### config.mk
export PLATFORM = sky130hd
export DESIGN_NAME = prbs9_gen
export DESIGN_NICKNAME = d
export VERILOG_FILES = /design/src/rtl/ber_pkg.sv /design/src/rtl/prbs9_gen.sv
export SDC_FILE = /design/constraint.sdc
export NUM_CORES = 1
export LEC_CHECK = 0
export BUFFER_PORTS_ARGS = -buffer_cell sky130_fd_sc_hd__buf_2
export CAP_MARGIN = 30
export CORE_AREA = 5 5 42 44
export DETAILED_ROUTE_END_ITERATION = 10
export DIE_AREA = 0 0 47 49
export GPL_TIMING_DRIVEN = 0
export SLEW_MARGIN = 5
export SYNTH_ARGS = -nofsm -noshare
export SYNTH_HDL_FRONTEND = slang
export SYNTH_SLANG_ARGS = --single-unit
### constraint.sdc
create_clock -name i_clock -period 0.9 [get_ports i_clock]
set_input_delay 0.18 -clock i_clock [delete_from_list [all_inputs] [get_ports i_clock]]
set_output_delay 0.18 -clock i_clock [all_outputs]
set_load 0.05 [all_outputs]
### src/rtl/ber_pkg.sv
// rtl/ber_pkg.sv - shared constants, state encoding and helpers for ber_checker
//
// Purpose: PRBS9 length and taps, default seed, checker state encoding,
//          count width and the window-counter width helper.

package ber_pkg;

  localparam int PRBS_ORDER   = 9;
  localparam int PRBS_LEN     = 511;
  localparam int PRBS_TAP_OUT = 8;
  localparam int PRBS_TAP_FB  = 4;

  localparam logic [PRBS_ORDER-1:0] SEED_DEFAULT = 9'h1AA;

  localparam int CNT_W = 64;

  typedef enum logic {
    SEARCH = 1'b0,
    LOCKED = 1'b1
  } ber_state_e;

  // Width able to hold a count of 0..win_len inclusive.
  function automatic int win_width(input int win_len);
    return $clog2(win_len + 1);
  endfunction

endpackage

### src/rtl/prbs9_gen.sv
// rtl/prbs9_gen.sv - PRBS9 (x^9+x^5+1) Fibonacci reference generator
//
// Purpose: local replica of the transmitted PRBS9 sequence.
// Ports:
//   i_clock  - DSP clock
//   i_reset  - synchronous active-high reset, loads SEED
//   i_enbl   - symbol strobe; the register only moves on strobe cycles
//   i_hold   - suppress the advance on this strobe (phase slip)
//   o_bit    - current reference bit, reg[8]

module prbs9_gen
  import ber_pkg::*;
#(
  parameter logic [PRBS_ORDER-1:0] SEED = SEED_DEFAULT
) (
  input  logic i_clock,
  input  logic i_reset,
  input  logic i_enbl,
  input  logic i_hold,
  output logic o_bit
);

  logic [PRBS_ORDER-1:0] prbs_q;
  logic [PRBS_ORDER-1:0] prbs_d;

  always_comb begin
    prbs_d = prbs_q;
    if (i_enbl && !i_hold) begin
      prbs_d = {prbs_q[PRBS_ORDER-2:0], prbs_q[PRBS_TAP_OUT] ^ prbs_q[PRBS_TAP_FB]};
    end
  end

  always_ff @(posedge i_clock) begin
    if (i_reset) begin
      prbs_q <= SEED;
    end else begin
      prbs_q <= prbs_d;
    end
  end

  assign o_bit = prbs_q[PRBS_TAP_OUT];

endmodule

### Yosys cells after proc, flatten, opt, wreduce, memory -nomap -nowiden

Cells that the tools add are included.

| cells by class | value |
|---|---|
| $lt $le $gt $ge | 0 |
| multipliers | 0 |
| reduce and logical (&&, ||, !) cells | 2 |
| div/mod/pow operators | 0 |
| shift operators | 0 |
| bitwise gates (word level) | 1 |
| equality and inequality tests | 0 |
| $add $sub $neg | 0 |
| muxes and demuxes | 0 |

Operators with widths:

| kind | count |
|---|---|
| $logic_and A1 B1 Y1 | 1 |
| $logic_not A1 Y1 | 1 |
| $xor A1 B1 Y1 | 1 |

| storage, ports and cells | value |
|---|---|
| memories | 0 |
| output and inout port bits | 1 |
| bits in read-only memories | 0 |
| input bits | 4 |
| logic and storage cells | 4 |
| bits in registers | 9 |
| latch bits | 0 |
| RAM bits | 0 |

### Logic depth before layout (Yosys ltp)

| depth | value |
|---|---|
| word-level depth | 2 |
| depth in mapped cells | 4 |

### Worst setup path after synthesis

Ideal clock, no wire load.

| timing | value |
|---|---|
| path type | register to register |
| from | register prbs_q[8] |
| to | register prbs_q[0] |
| path buffers | 0 |
| setup time | 79 ps |
| cell stages (with the launch flop) | 3 |
| arrival | 996 ps |
| path slack | -175 ps |
| cell sequence | dfxtp_1 > xnor2_1 > a211oi_2 |

| between the ends | value |
|---|---|
| longest elaborated chain between the ends | 1 |

Ends and longest elaborated chain:

| item | line | text |
|---|---|---|
| from (decl) | prbs9_gen.sv:23 | `logic [PRBS_ORDER-1:0] prbs_q;` |
| from (signal assigned) | prbs9_gen.sv:37 | `prbs_q <= prbs_d;` |
| $xor A1 B1 Y1 | prbs9_gen.sv:29 | `prbs_d = {prbs_q[PRBS_ORDER-2:0], prbs_q[PRBS_TAP_OUT] ^ prbs_q[PRBS_TAP_FB]};` |

No other way between the ends.
A chain may end at the register's enable or synchronous reset.

### Final worst setup path

| timing | value |
|---|---|
| from | register prbs_q[8] |
| to | output o_bit |

RTL lines:

| item | line | text |
|---|---|---|
| to (decl) | prbs9_gen.sv:20 | `output logic o_bit` |

No word-level cell between the ends.

==> impl_metrics.json <==
{
  "num_vias": 266,
  "grt_max_degree": 11,
  "top_regs": "prbs_q: 9 flops",
  "final-seq-area_um2": 181,
  "area_growth_pct": 24.0,
  "cts_tree": "built",
  "cts.path.max_buffers": 2,
  "drive_gt1_share_pct": 28.6,
  "final_common_cell": "nand2_1",
  "multiInputGateArea_um2": 155,
  "rsz0062_at_grt": "yes",
  "path_class": "reg2out",
  "largest_reg_flops": 9,
  "ys_types": 11,
  "cts_buffers": 3,
  "gp_congestion": 0.677,
  "syn_area_um2": 354,
  "critPathCaptureType": "output pin",
  "antenna_found_initial": 0,
  "power.total_uw": 847,
  "maxCapViolations": 0,
  "ys_ff_latch": 9,
  "min_period_over_period_pct": 102,
  "violations": "negative setup slack",
  "p_per_area_mw_per_mm2": 1930,
  "ios": 5,
  "fin_crit_ns": 0.914,
  "core_area_mm2": 0.00140,
  "crit_path_top_delay_cell": "dfxtp_2",
  "grt.total_usage_pct": 6.29,
  "grt_pass1_wl_um": 1050,
  "critical_path.top_delay_family": "flip-flops",
  "postSynthAreaPerCell_um2": 8.85,
  "skew_ns": 0.00185,
  "clk_pin_slew_ns": 0.06,
  "drc": 0,
  "crit_path_max_incr_delay_ns": 0.34,
  "routed_wl_um": 553,
  "regMostFlops": "prbs_q",
  "finalSetupViolCount": 1,
  "max-vdd-ir-drop_uv": 773,
  "cts.sinks": 9,
  "fillers": 167,
  "die_area_mm2": 0.00230,
  "synth_cells": 40,
  "yosys_warnings": 0,
  "slew-limit-headroom_pct": 89.2,
  "cp_max_fo": 2,
  "start_util_pct": 25.3,
  "crit_chain": "buf_8",
  "final_hold_viol_count": 0,
  "worst_slack_ns": -0.0139,
  "cts_max_level": 1,
  "via_per_inst": 4.09,
  "critPathRequiredTime_ns": 0.72,
  "initialDrtViolationCount": 9,
  "slew_violations": 0,
  "grt_pass1_vias": 258,
  "die_height_um": 49,
  "cp-start-kind": "flop",
  "tightest_slew_ns": 0.161,
  "gr-total-overflow": 0,
  "ant_nets": 0,
  "fp.dieW_um": 47,
  "clk_latency_ns": 0.25,
  "arrival_ns": 0.73,
  "finish.utilization_pct": 31.3,
  "final_cell_mix": "16 x nand2_1, 8 x dfxtp_1, 5 x nand3b_1",
  "cts_root_buf": "clkbuf_4",
  "drt_pass1_iterations": 4,
  "fin_nets": 54,
  "hold_class": "in2reg",
  "outcome": "finished with violations",
  "fp-row-count": 14,
  "fmax_mhz": 1090,
  "yosysSeqAreaShare_pct": 50.9,
  "synth.net_count": 44,
  "cellLeakagePower_nw": 0.185,
  "post_drt_wl_per_cell_um": 8.51,
  "io_buffer_count": 4,
  "num_antenna_cells": 0,
  "path_buf_inv": 1
}
stage by stage:
step	TNS (ns)	hold slack (ns)	instance area [um2]	setup slack [ns]	instances
finish	-0.0139	0.187	439	-0.0139	65
floorplan	0	0.245	355	0.0161	40
CTS	-0.0251	0.178	439	-0.0251	65
global placement	0	0.440	395	0.0734	60
detailed placement	0	0.447	395	0.0561	60
global route	-0.0471	0.191	439	-0.0471	65
final cells by class:
type | instances | share of cell area, %
plain buffers | 2 | 4.27
well taps | 16 | 4.56
clock buffers | 4 | 5.98
flip-flops and latches | 9 | 41.3
multi-input cells | 29 | 35.3
repair buffers | 5 | 8.55
synthesized netlist by cell type:
| library cell | count | area (um2) |
|---|---|---|
| xnor2_1 | 1 | 8.76 |
| nand3b_1 | 5 | 37.5 |
| dfxtp_1 | 9 | 180 |
| a21oi_1 | 3 | 15.0 |
| nor2b_2 | 1 | 8.76 |
| nand2b_1 | 1 | 6.26 |
| a211oi_2 | 1 | 12.5 |
| buf_4 | 1 | 7.51 |
| nor2_2 | 1 | 6.26 |
| buf_6 | 1 | 11.3 |
| nand2_1 | 16 | 60.1 |
power breakdown:
group	internal [mW]	leakage (nW)	switching, mW
registers	0.427	0.0742	0.0156
clock network	0.170	0.0150	0.130
logic	0.0517	0.0955	0.0526
total	0.649	0.185	0.198
kinds of logic after synthesis:
kind of cell / count (synthesis) / share of synthesized area (%)
AO/OA/AOI/OAI: 4 / 7.77
XOR/XNOR: 1 / 2.47
buffers and inverters: 2 / 5.30
flip-flops: 9 / 50.9
AND/OR/NAND/NOR: 24 / 33.6
what timing repair did:
action	4_1_cts	5_1_grt
buffers inserted	1	0
gates resized for setup	3	0
hold buffers	0	0
setup endpoints to repair	1	1
pin swaps	0	0
worst paths after layout:
path                           from                endpoint  slack [ns]  cells after the start
max          prbs_q[8]$_SDFFE_PP1P_                   o_bit       -0.01                      1
max reg2reg  prbs_q[8]$_SDFFE_PP1P_  prbs_q[0]$_SDFFE_PP0P_        0.04                      3
min                         i_reset  prbs_q[0]$_SDFFE_PP0P_        0.19                      2
min reg2reg  prbs_q[2]$_SDFFE_PP0P_  prbs_q[2]$_SDFFE_PP0P_        0.45                      2
metal layers:
layer | routed length (um) | up-vias | GRT usage, %
met3 | 36 | 2 | 3.32
met2 | 205 | 5 | 6.33
met4 | 7 | 0 | 4.15
met1 | 304 | 112 | 9.53
li1 | - | 147 | -
met5 | 0 | - | 0
Power figures use the tool's default switching activity.
